## config.mk

```make
export PLATFORM = sky130hd
export DESIGN_NAME = eks_phase_sched
export DESIGN_NICKNAME = d
export VERILOG_FILES = /design/src/rtl/eks_phase_sched.sv
export SDC_FILE = /design/constraint.sdc
export NUM_CORES = 1
export LEC_CHECK = 0
export BUFFER_PORTS_ARGS = -buffer_cell sky130_fd_sc_hd__buf_2
export CORE_ASPECT_RATIO = 0.5
export CORE_MARGIN = 2
export CORE_UTILIZATION = 45
export DETAILED_ROUTE_END_ITERATION = 8
export PLACE_DENSITY = 0.7
export SYNTH_ARGS = -nofsm -noshare
export SYNTH_HDL_FRONTEND = slang
export SYNTH_SLANG_ARGS = --single-unit
```

## constraint.sdc

```tcl
create_clock -name clk_3 -period 2.75 [get_ports clk_3]
set_input_delay 0.55 -clock clk_3 [delete_from_list [all_inputs] [get_ports clk_3]]
set_output_delay 0.55 -clock clk_3 [all_outputs]
set_load 0.01 [all_outputs]
```

## src/rtl/eks_phase_sched.sv

```systemverilog
// Phase scheduler for the bcrypt EksBlowfish core: walks one hash job through
// SETUP, 2^cost key/salt expansion pairs and the ctext encryption passes.
module eks_phase_sched #(
    parameter int unsigned COST_W    = 5,
    parameter int unsigned MIN_COST  = 4,
    parameter int unsigned MAX_COST  = 31,
    parameter int unsigned ENC_ITERS = 64
) (
    input  logic              clk_3,
    input  logic              rst_l,
    input  logic              req_i,
    input  logic [COST_W-1:0] cost_i,
    input  logic              abort_i,
    input  logic              phase_done_i,
    output logic              ready_o,
    output logic              busy_o,
    output logic              phase_go_o,
    output logic [2:0]        phase_sel_o,
    output logic [31:0]       rounds_left_o,
    output logic [6:0]        enc_left_o,
    output logic              done_o,
    output logic              cost_err_o
);

    localparam int unsigned RND_W = 32;
    localparam int unsigned ENC_W = 7;
    localparam int unsigned SEL_W = 3;

    localparam logic [SEL_W-1:0] SEL_NONE     = SEL_W'(0);
    localparam logic [SEL_W-1:0] SEL_SETUP    = SEL_W'(1);
    localparam logic [SEL_W-1:0] SEL_EXP_KEY  = SEL_W'(2);
    localparam logic [SEL_W-1:0] SEL_EXP_SALT = SEL_W'(3);
    localparam logic [SEL_W-1:0] SEL_ENC      = SEL_W'(4);

    typedef enum logic [2:0] {
        S_IDLE,
        S_SETUP,
        S_EXP_KEY,
        S_EXP_SALT,
        S_ENC,
        S_DONE
    } state_e;

    state_e             state_q, state_d;
    logic               wait_q, wait_d;
    logic [RND_W-1:0]   rounds_q, rounds_d;
    logic [ENC_W-1:0]   enc_q, enc_d;

    logic               go_q, go_d;
    logic [SEL_W-1:0]   sel_q, sel_d;
    logic               ready_q, ready_d;
    logic               busy_q, busy_d;
    logic               done_q, done_d;
    logic               cost_err_q, cost_err_d;

    logic               cost_ok;
    logic               work_d;

    // Legality check done at 32 bits so MIN/MAX compare cleanly against any COST_W.
    assign cost_ok = (32'(cost_i) >= MIN_COST) && (32'(cost_i) <= MAX_COST);

    function automatic logic [SEL_W-1:0] sel_of(input state_e s);
        case (s)
            S_SETUP:    sel_of = SEL_SETUP;
            S_EXP_KEY:  sel_of = SEL_EXP_KEY;
            S_EXP_SALT: sel_of = SEL_EXP_SALT;
            S_ENC:      sel_of = SEL_ENC;
            default:    sel_of = SEL_NONE;
        endcase
    endfunction

    // State, counters and registered outputs.
    always_ff @(posedge clk_3 or negedge rst_l) begin
        if (!rst_l) begin
            state_q    <= S_IDLE;
            wait_q     <= 1'b0;
            rounds_q   <= '0;
            enc_q      <= '0;
            go_q       <= 1'b0;
            sel_q      <= SEL_NONE;
            ready_q    <= 1'b1;
            busy_q     <= 1'b0;
            done_q     <= 1'b0;
            cost_err_q <= 1'b0;
        end else begin
            state_q    <= state_d;
            wait_q     <= wait_d;
            rounds_q   <= rounds_d;
            enc_q      <= enc_d;
            go_q       <= go_d;
            sel_q      <= sel_d;
            ready_q    <= ready_d;
            busy_q     <= busy_d;
            done_q     <= done_d;
            cost_err_q <= cost_err_d;
        end
    end

    // Next state: ISSUE (wait_q=0) lasts one cycle, WAIT holds until phase_done.
    always_comb begin
        state_d    = state_q;
        wait_d     = wait_q;
        rounds_d   = rounds_q;
        enc_d      = enc_q;
        cost_err_d = 1'b0;

        case (state_q)
            S_IDLE: begin
                if (req_i) begin
                    if (cost_ok) begin
                        state_d  = S_SETUP;
                        wait_d   = 1'b0;
                        rounds_d = RND_W'(1) << cost_i;
                        enc_d    = ENC_W'(ENC_ITERS);
                    end else begin
                        cost_err_d = 1'b1;
                    end
                end
            end
            S_DONE: begin
                state_d = S_IDLE;
                wait_d  = 1'b0;
            end
            default: begin
                if (!wait_q) begin
                    wait_d = 1'b1;
                end else if (phase_done_i) begin
                    wait_d = 1'b0;
                    case (state_q)
                        S_SETUP:    state_d = S_EXP_KEY;
                        S_EXP_KEY:  state_d = S_EXP_SALT;
                        S_EXP_SALT: begin
                            rounds_d = rounds_q - RND_W'(1);
                            state_d  = (rounds_d == '0) ? S_ENC : S_EXP_KEY;
                        end
                        S_ENC: begin
                            enc_d   = enc_q - ENC_W'(1);
                            state_d = (enc_d == '0) ? S_DONE : S_ENC;
                        end
                        default: state_d = state_q;
                    endcase
                end
            end
        endcase

        // Abort wins over any concurrent phase_done; IDLE is unaffected.
        if (abort_i && (state_q != S_IDLE)) begin
            state_d  = S_IDLE;
            wait_d   = 1'b0;
            rounds_d = '0;
            enc_d    = '0;
        end
    end

    // Outputs are decoded from the next state so they register alongside it.
    always_comb begin
        work_d  = (state_d != S_IDLE) && (state_d != S_DONE);
        go_d    = work_d && !wait_d;
        sel_d   = sel_of(state_d);
        ready_d = (state_d == S_IDLE);
        busy_d  = (state_d != S_IDLE);
        done_d  = (state_d == S_DONE);
    end

    assign ready_o       = ready_q;
    assign busy_o        = busy_q;
    assign phase_go_o    = go_q;
    assign phase_sel_o   = sel_q;
    assign rounds_left_o = rounds_q;
    assign enc_left_o    = enc_q;
    assign done_o        = done_q;
    assign cost_err_o    = cost_err_q;

endmodule

```

==> metrics.txt, run 1 <==
Final Hold Violating Endpoints 0; Syn Std Cell Area between 3000 and 4000 um2; Worst-path clk slew ~70 ps; fraction of final layout cells sized beyond drive strength 1 27.12%; Hold WC Path Type in -> async; H-Tree Depth 2; Worst Setup Path Type reg -> reg; dominant combinational cell family by area after synthesis simple AND/OR/NAND/NOR gates; remaining antenna violation count after routing 0; CP Cell Sequence inv_1, ha_2, or3b_2, nor4_2, xnor2_1, nand4_1, nor4_4, a21oi_2, o31a_1; Worst Hold Margin 293.2 ps; count leader, synth nor2_1; count of buffers inserted at the top-level ports 56; number of instances in the synthesized netlist 441; Max-Slew Margin vs Limit a little over half; iteration-0 DRC count of the detailed router roughly 430; Post-Synthesis Net Count roughly 460; antenna violations before repair 0; # Max-Cap Violations 0; Post-Synth Adder-Cell Area between 1 and 1.5%; all-layer global routing usage 26.18%; sequential area share after synthesis 35.75%; post-placement setup slack -12.04 ps; worst path setup slack after routing about 140 ps; clock tree from TritonCTS built; overall die area 8713 um2; initial standard-cell utilization of the core 47.55%; maximum number of pins on one net before global-route repair between 40 and 50; chip width roughly 130 um; leakage power total approximately 2.0 nW; Synth Warn # 0; complex-gate fraction of the synthesized area 26.47%; number of vias per cell after detailed routing 6.051; number of distinct library cells after synthesis between 60 and 70; first drt pass iteration count 5; kind of end point of the critical path flip-flop; Final Total Pwr slightly above 6 mW; cell type contributing the most total cell area after synthesis dfrtp_1; WL/cell approximately 18 um; share of the clock period used by the worst path between 90% and 100%; area added between synthesis and finish 23.70%; setup repair after global routing missed its margin false; transition time at the pin with the least slew margin 690.8 ps; number of clock buffers inserted by TritonCTS 5; clock period minus final worst setup slack between 2000 and 3000 ps; GP Congestion 0.9655; root buffer cell clkbuf_16; total gr overflow 0; antenna diode count 0; top cells by instance count after synthesis 62 x nor2_1, 50 x dfrtp_1, 49 x o21ai_0; count of flip-flops with a built-in enable after synthesis 0; Critical Path Source Type flip-flop; global-route wire length before repair about 18,000 um; number of global-route vias before repair 3,490; library cell contributing the largest single delay on the critical path or3b_2; result of the run complete, no violations; worst clock skew ~7 ps; maximum clock insertion buffer count 2; maximum operating frequency 0.3829 GHz; clock sinks 51; Avg Cell Area, Syn 8.103 um2; die outline height 67.01 um; Area contributors post-synth dfrtp_1 35%, o21ai_0 6.9%, a21oi_1 6.7%; basic-gate share of the synthesized area counting and, or, nand and nor cells 28.71%; core region area 7515 um2; async set-or-reset flop fraction in the synthesized netlist 100.0%; I/O pin total 57; mux share of post-synthesis cell area 0%; data required time at the worst endpoint 2930 ps; post-route core utilization 58.82%; Pwr Density 1376 nW/um2; clock latency at the later pin of the worst-skew pair 290 ps; critical-path maximum fanout 6; Max VDD drop between 500 and 600 uV; Worst path max stage delay between 500 and 600 ps; post-synthesis register bit count 51; total negative slack 0 ps; Crit path arrival time 2790 ps; routed via count 3,800; Post-DP HPWL 7841 um; Site Rows 22; post-synthesis xor/xnor area fraction 2.941%; area share of the largest cell type after synthesis about a third; drt total wl about 11,000 um; max-slew violation count 0; most common flop cell mapped by yosys dfrtp_1; remaining design rule violation count 0; number of nets at the end of the flow 533; number of filler instances in the final layout 679; number of endpoints failing setup at the final stage 0
[worst max-delay path: cells and delay by family (launching register included)]
kind                       cells  cell delay, ps
AOI/OAI and AO/OA              2             360
xor gates and xnor gates       1             170
adders and majority gates      1             240
buffers and inverters          1             100
DFF                            1             370
and+or+nand+nor                4            1260
[kinds of logic after synthesis]
| family | count (synthesis) |
|---|---|
| AO/OA/AOI/OAI | 157 |
| adder cells (fa/ha/maj) | 4 |
| flip-flops | 51 |
| XOR/XNOR | 12 |
| buffers and inverters | 40 |
| AND/OR/NAND/NOR | 177 |
[final cells by class]
class | instances | area, um2 | area share, %
flip-flops and latches | 51 | 1277 | 28.90
multi-input cells | 350 | 2196 | 49.67
clock inverters | 1 | 8.758 | 0.1981
clock buffers | 7 | 142.6 | 3.227
well taps | 108 | 135.1 | 3.057
repair buffers | 99 | 615.6 | 13.93
inverters | 12 | 45.04 | 1.019
[registers in the layout (all words and copies together) (netlist names)]
register       cells
rounds_left_o     32
enc_left_o         7
phase_sel_o        3
state_q            3
busy_o             1
cost_err_o         1
done_o             1
phase_go_o         1
ready_o            1
wait_q             1
[per-layer routing]
| layer | wire length, um | GRT usage, % |
|---|---|---|
| met1 | 5220 | 37.81 |
| met4 | 91 | 6.452 |
| met2 | 4742 | 39.66 |
| met5 | 0 | 0 |
| met3 | 1086 | 5.783 |
[final timing paths]
check                      cells after the start                            end  slack [ps]                    startpoint
setup / recovery                               9           phase_go_o$_DFF_PN0_         140  rounds_left_o[1]$_DFFE_PN0P_
hold / removal                                 1  rounds_left_o[22]$_DFFE_PN0P_         290                         rst_l
setup reg to reg                               9           phase_go_o$_DFF_PN0_         140  rounds_left_o[1]$_DFFE_PN0P_
hold reg to reg                                1      enc_left_o[5]$_DFFE_PN0P_         540     enc_left_o[5]$_DFFE_PN0P_
max in group asynchronous                      2              ready_o$_DFF_PN1_        1750                         rst_l
min in group clk_3                             2           cost_err_o$_DFF_PN0_         500                         req_i
[power by group]
group,switching (mW),leakage (nW),internal [mW],total (mW)
sequential,0.383,0.682,1.01,1.40
clock,0.281,0.0741,0.365,0.646
combinational,2.33,1.24,1.71,4.04
[cell usage in the layout (no fill, tap or decap), types with 3 or more instances in the layout]
| master | instances |
|---|---|
| nand3_1 | 12 |
| nor3b_1 | 3 |
| o31ai_1 | 5 |
| nor4_1 | 7 |
| buf_2 | 56 |
| nor2_1 | 62 |
| a21oi_1 | 47 |
| nand4_1 | 6 |
| ha_1 | 3 |
| nor4_2 | 6 |
| xnor2_1 | 5 |
| o21ai_0 | 48 |
| buf_4 | 42 |
| a31oi_1 | 8 |
| and3_1 | 3 |
| nor2b_1 | 3 |
| nand2b_1 | 3 |
| o22ai_1 | 12 |
| or3_2 | 3 |
| nor4_4 | 5 |
| inv_1 | 12 |
| dfrtp_1 | 50 |
| clkbuf_16 | 5 |
| o211ai_1 | 3 |
| xor2_1 | 7 |
| nor3_1 | 14 |
| nand2_1 | 21 |
| or2_2 | 5 |
| nand3b_1 | 4 |
| a22o_1 | 8 |
[timing repair]
item,CTS,global route
setup buffers,0,2
gates cloned,0,0
resized for setup,1,10
hold buffers,0,0
pin swaps,0,3
setup endpoints to repair,1,4
[metrics by stage]
stage	instance area, um2	std cells
3_3_place_gp	4194	618
3_5_place_dp	4194	618
5_1_grt	4420	628
4_1_cts	4358	626
6_report	4420	628
2_1_floorplan	3573	441
(Power assumes the default switching activity.)
==> run 2: changes to the inputs <==
Settings changed: CORE_ASPECT_RATIO 0.5 to 2, CTS_BUF_LIST from default to sky130_fd_sc_hd__clkbuf_2.
==> run 2 against run 1 <==
Cell count shrank 2.1%. Maximum frequency down 3.4%. Non-clock buffer count is 1 lower. Worst hold slack worse by 210 ps. Largest power group unchanged.
==> metrics.txt, run 2 (synthesized netlist as in run 1, its figures left out) <==
Max VDD drop 832.1 uV; data required time at the worst endpoint ~3200 ps; Hold WC Path Type in -> async; Worst Setup Path Type reg -> reg; initial standard-cell utilization of the core a little under half; H-Tree Depth 2; depth of the worst register-to-register path 9; Worst-path clk slew 310 ps; root buffer cell clkbuf_2; most common cell after layout, fill and taps aside nor2_1; Net Sw Power 2.922 mW; share of power burned in combinational logic a little under 70%; transition time at the pin with the least slew margin 933.4 ps; global-route wire length before repair 18,220 um; Final Hold Violating Endpoints 0; kind of end point of the critical path flip-flop; setup repair after global routing missed its margin false; finished layout cell area between 4000 and 5000 um2; leakage power total between 1.5 and 2 nW; core region area 7828 um2; iteration-0 DRC count of the detailed router 288; count of buffers inserted at the top-level ports 56; reg2reg start rounds_left_o[0]$_DFFE_PN0P_; WL/cell 18.72 um; remaining design rule violation count 0; number of endpoints failing setup at the final stage 0; Flop pwr share 25.0%; net switching share of the total power between 50% and 60%; Critical Path Source Type flip-flop; first drt pass iteration count 5; number of nets at the end of the flow 532; antenna violations before repair 0; number of flip-flops in the largest register 32; clock sinks slightly above 50; clock latency at the later pin of the worst-skew pair ~500 ps; Pwr Density around 1300 nW/um2; Max-Slew Margin vs Limit 37.76%; die outline height 130.0 um; Crit path arrival time 3150 ps; all-layer global routing usage roughly 28%; overall die area 8713 um2; Post-Layout Cell Count 615; post-placement setup slack -190.8 ps; chip width approximately 67 um; fraction of final layout cells sized beyond drive strength 1 26.20%; number of vias per cell after detailed routing between 6 and 7; routed via count 3,816; number of clock buffers inserted by TritonCTS 5; instance area after placement 4159 um2; I/O pin total 57; antenna diode count 0; number of global-route vias before repair around 3,600; area added between synthesis and finish 18.91%; Site Rows 46; result of the run complete, no violations; worst setup slack for register-to-register paths 50 ps; maximum clock insertion buffer count 2; share of the clock period used by the worst path 98.33%; critical-path maximum fanout 5; top library cells by usage in the layout, fill and taps aside 62 x nor2_1, 56 x buf_2, 50 x dfrtp_1, 49 x o21ai_0, 48 x a21oi_1; max-slew violation count 0; total negative slack 0 ps; r2r endpoint phase_go_o$_DFF_PN0_; number of filler instances in the final layout 793; Cell Count Post-Placement just over 600; drt total wl 11,510 um; clock share of power 5.9%; maximum number of pins on one net before global-route repair 37; clock tree from TritonCTS built; maximum operating frequency 0.3698 GHz; total gr overflow 0; GP Congestion between 0.9 and 1; # Max-Cap Violations 0; clock period minus final worst setup slack 2704 ps; Post-DP HPWL 8414 um; cell internal power dissipation between 2 and 3 mW; remaining antenna violation count after routing 0; Worst Hold Margin 79.77 ps; worst clock skew around 44 ps; worst path setup slack after routing 46.04 ps
run 2: changes by cell type in the layout (fill, tap and decap cells not counted), moves of 2 or more:
cell	before	now
clkbuf_16	5	0
clkbuf_2	0	5
nor4_2	6	4
nor4_1	7	10
run 2: metal layers:
| metal | GRT usage [%] | vias to the layer above | routed length (um) |
|---|---|---|---|
| li1 | - | 1795 | - |
| met1 | 36.31 | 1813 | 4732 |
| met2 | 43.10 | 171 | 5515 |
| met3 | 4.655 | 37 | 697 |
| met4 | 15.01 | 0 | 566 |
| met5 | 0 | - | 0 |
run 2: worst max-delay path by stage:
stage                                             from                    to  slack, ps
final                     rounds_left_o[0]$_DFFE_PN0P_  phase_go_o$_DFF_PN0_         50
after global routing      rounds_left_o[0]$_DFFE_PN0P_  phase_go_o$_DFF_PN0_          1
after CTS                 rounds_left_o[2]$_DFFE_PN0P_  phase_go_o$_DFF_PN0_         70
after detailed placement  rounds_left_o[0]$_DFFE_PN0P_  phase_go_o$_DFF_PN0_       -190
after global placement    rounds_left_o[0]$_DFFE_PN0P_  phase_go_o$_DFF_PN0_       -150
after floorplan           rounds_left_o[0]$_DFFE_PN0P_  phase_go_o$_DFF_PN0_        120
run 2: repair_timing:
action | 4_1_cts | 5_1_grt
resized for setup | 3 | 2
hold buffers | 0 | 0
buffers inserted | 0 | 2
pin swaps | 0 | 1
setup endpoints to repair | 6 | 6
run 2: critical path, cell delays in order (launching register included):
cell	delay, ps
dfrtp_1	410
inv_1	60
ha_2	210
nor4_1	410
nand2_1	130
a2111oi_2	350
o211ai_1	170
a2111oi_4	460
a21oi_1	190
o31a_1	260
run 2: area by class of cell:
class | instances | area, um2 | share of cell area [%]
clock buffer | 5 | 25.02 | 0.5889
clock inverter | 3 | 20.02 | 0.4711
inverter | 12 | 45.04 | 1.060
multi-input combinational | 350 | 2166 | 50.97
sequential | 51 | 1277 | 30.06
tap | 96 | 120.1 | 2.827
timing repair buffer | 98 | 595.6 | 14.02
run 2: power by group through the flow:
stage	clock [mW]	combinational [mW]	sequential [mW]
2_1_floorplan	0	2.39	1.44
3_3_place_gp	0	3.69	1.41
3_5_place_dp	0	3.71	1.42
4_1_cts	0.346	3.80	1.41
5_1_grt	0.378	4.29	1.46
6_report	0.335	3.91	1.41
run 2: metrics by stage:
step / power, mW / utilization [%]
after floorplan: 3.832 / -
after global placement: 5.100 / 53.13
after detailed placement: 5.132 / 53.13
after CTS: 5.554 / 53.95
after global routing: 6.121 / 54.28
final: 5.655 / 54.28
==> run 3: changes to the inputs <==
Settings changed: CORE_UTILIZATION 45 to 40, PLACE_DENSITY 0.7 to 0.64.
==> run 3 against run 2 <==
Core utilization down 4.1 points. Sequential power about the same. Sequential cell count unchanged. Critical path depth down 2. Wire length up 9.1%. Critical endpoint unchanged. Largest cell class unchanged.
==> metrics.txt, run 3 (synthesized netlist as in run 1, its figures left out) <==
chip width between 70 and 80 um; leakage power total 1.954 nW; maximum number of pins on one net before global-route repair 31; clock period minus final worst setup slack 2694 ps; depth of the worst register-to-register path 7; Met3 Wirelength 570 um; Max-Slew Margin vs Limit 33.40%; number of endpoints failing setup at the final stage 0; overall die area 9752 um2; worst setup slack for register-to-register paths 60 ps; total negative slack 0 ps; iteration-0 DRC count of the detailed router 424; clock latency at the later pin of the worst-skew pair 510 ps; global-route wire length before repair between 15,000 and 20,000 um; remaining antenna violation count after routing 0; data required time at the worst endpoint between 3000 and 4000 ps; number of vias per cell after detailed routing 6.240; critical-path maximum fanout 7; share of the clock period used by the worst path 97.96%; transition time at the pin with the least slew margin around 1000 ps; routed length on met1 4561 um; all-layer global routing usage roughly 26%; initial standard-cell utilization of the core between 40% and 50%; result of the run complete, no violations; routed via count 3,875; multi-input gate area in the final layout around 2200 um2; antenna violations before repair 1; reg2reg start rounds_left_o[13]$_DFFE_PN0P_; top library cells by usage in the layout, fill and taps aside 62 x nor2_1, 56 x buf_2, 49 x o21ai_0, 48 x dfrtp_1, 47 x a21oi_1; root buffer cell clkbuf_2; die outline height 137.7 um; total gr overflow 0; GP Congestion 0.9879; H-Tree Depth 2; number of nets at the end of the flow around 530; clock tree from TritonCTS built; number of filler instances in the final layout 881; met2 wire length 6673 um; Crit path max-delay family simple AND/OR/NAND/NOR gates; maximum clock insertion buffer count 2; I/O pin total 57; sequential standard cell area 1280 um2; number of global-route vias before repair 3,591; Final Total Pwr 5.945 mW; Final Hold Violating Endpoints 0; count of buffers inserted at the top-level ports 56; maximum operating frequency 0.3712 GHz; # Max-Cap Violations 0; Critical Path Source Type flip-flop; Worst Setup Path Type reg -> reg; Worst Hold Margin ~370 ps; area added between synthesis and finish 21.50%; Worst-path clk slew 320 ps; worst min-delay path startpoint req_i; fraction of final layout cells sized beyond drive strength 1 roughly 28%; remaining design rule violation count 0; number of clock buffers inserted by TritonCTS 5; Crit path arrival time 3090 ps; worst clock skew 47.20 ps; highest metal used met4; clock sinks ~50; Post-DP HPWL between 9000 and 10,000 um; Site Rows 48; Worst path max stage delay 540 ps; worst hold path endpoint cost_err_o$_DFF_PN0_; drt total wl 12,560 um; CP bufs+invs 0; CP Cell Sequence nor4_2, nand4_1, nor4_4, xor2_1, a2111oi_4, a21oi_2, o31a_1; WL/cell 20.22 um; r2r endpoint phase_go_o$_DFF_PN0_; most common cell after layout, fill and taps aside nor2_1; core region area 8648 um2; max-slew violation count 0; library cell contributing the largest single delay on the critical path dfrtp_1; first drt pass iteration count 6; Hold Crit Depth 2; number of flip-flops in the largest register 32; setup repair after global routing missed its margin true; Pwr Density 1369 nW/um2; Max VDD drop approximately 540 uV; kind of end point of the critical path flip-flop; Hold WC Path Type in -> reg
-- run 3: changes by cell type in the layout (fill, tap and decap cells not counted), sizes merged --
cell / change
clkinv: -2
clkinvlp: +1
diode: +1
dlygate4sd3: +1
inv: +1
-- run 3: cell type report --
cell class | instances | share of cell area, %
antenna | 1 | 0.05764
clock buffer | 5 | 0.5764
clock inverter | 3 | 0.5476
inverter | 12 | 1.037
multi-input combinational | 350 | 50.89
sequential | 51 | 29.48
tap | 100 | 2.882
timing repair buffer | 99 | 14.52
-- run 3: worst max-delay path by stage --
stage | from | end | slack (ps) | cells after the start
after floorplan | rounds_left_o[0]$_DFFE_PN0P_ | phase_go_o$_DFF_PN0_ | 120 | 10
after global placement | rounds_left_o[0]$_DFFE_PN0P_ | phase_go_o$_DFF_PN0_ | -250 | 9
after detailed placement | rounds_left_o[1]$_DFFE_PN0P_ | phase_go_o$_DFF_PN0_ | -240 | 9
after CTS | rounds_left_o[1]$_DFFE_PN0P_ | phase_go_o$_DFF_PN0_ | 20 | 9
after global routing | rounds_left_o[15]$_DFFE_PN0P_ | phase_go_o$_DFF_PN0_ | -20 | 8
final | rounds_left_o[13]$_DFFE_PN0P_ | phase_go_o$_DFF_PN0_ | 60 | 7
-- run 3: where the power goes --
group,internal (mW),switching (mW)
Combinational,1.75,2.42
Clock,0.0654,0.282
Sequential,1.01,0.417
-- run 3: metal layers --
metal	up-vias	global-route usage (%)
met2	174	47.56
met4	0	15.30
met3	49	3.292
li1	1804	-
met1	1848	27.30
met5	-	0
-- run 3: what timing repair did --
action                                  4_1_cts  5_1_grt
endpoints found under the setup margin        6        7
hold endpoints to repair                     14        0
hold buffers                                  1        0
resized for setup                             5       10
pin swaps                                     2        3
setup buffers                                 1        4
gates cloned                                  0        0
-- run 3: metrics by stage --
step	util [%]	cells	area [um2]	worst slack, ps
after global routing	50.20	621	4342	-22.78
after global placement	48.18	606	4167	-254.9
after floorplan	-	441	3573	118.5
final	50.20	621	4342	56.00
after detailed placement	48.18	606	4167	-244.1
after CTS	49.26	616	4260	24.66
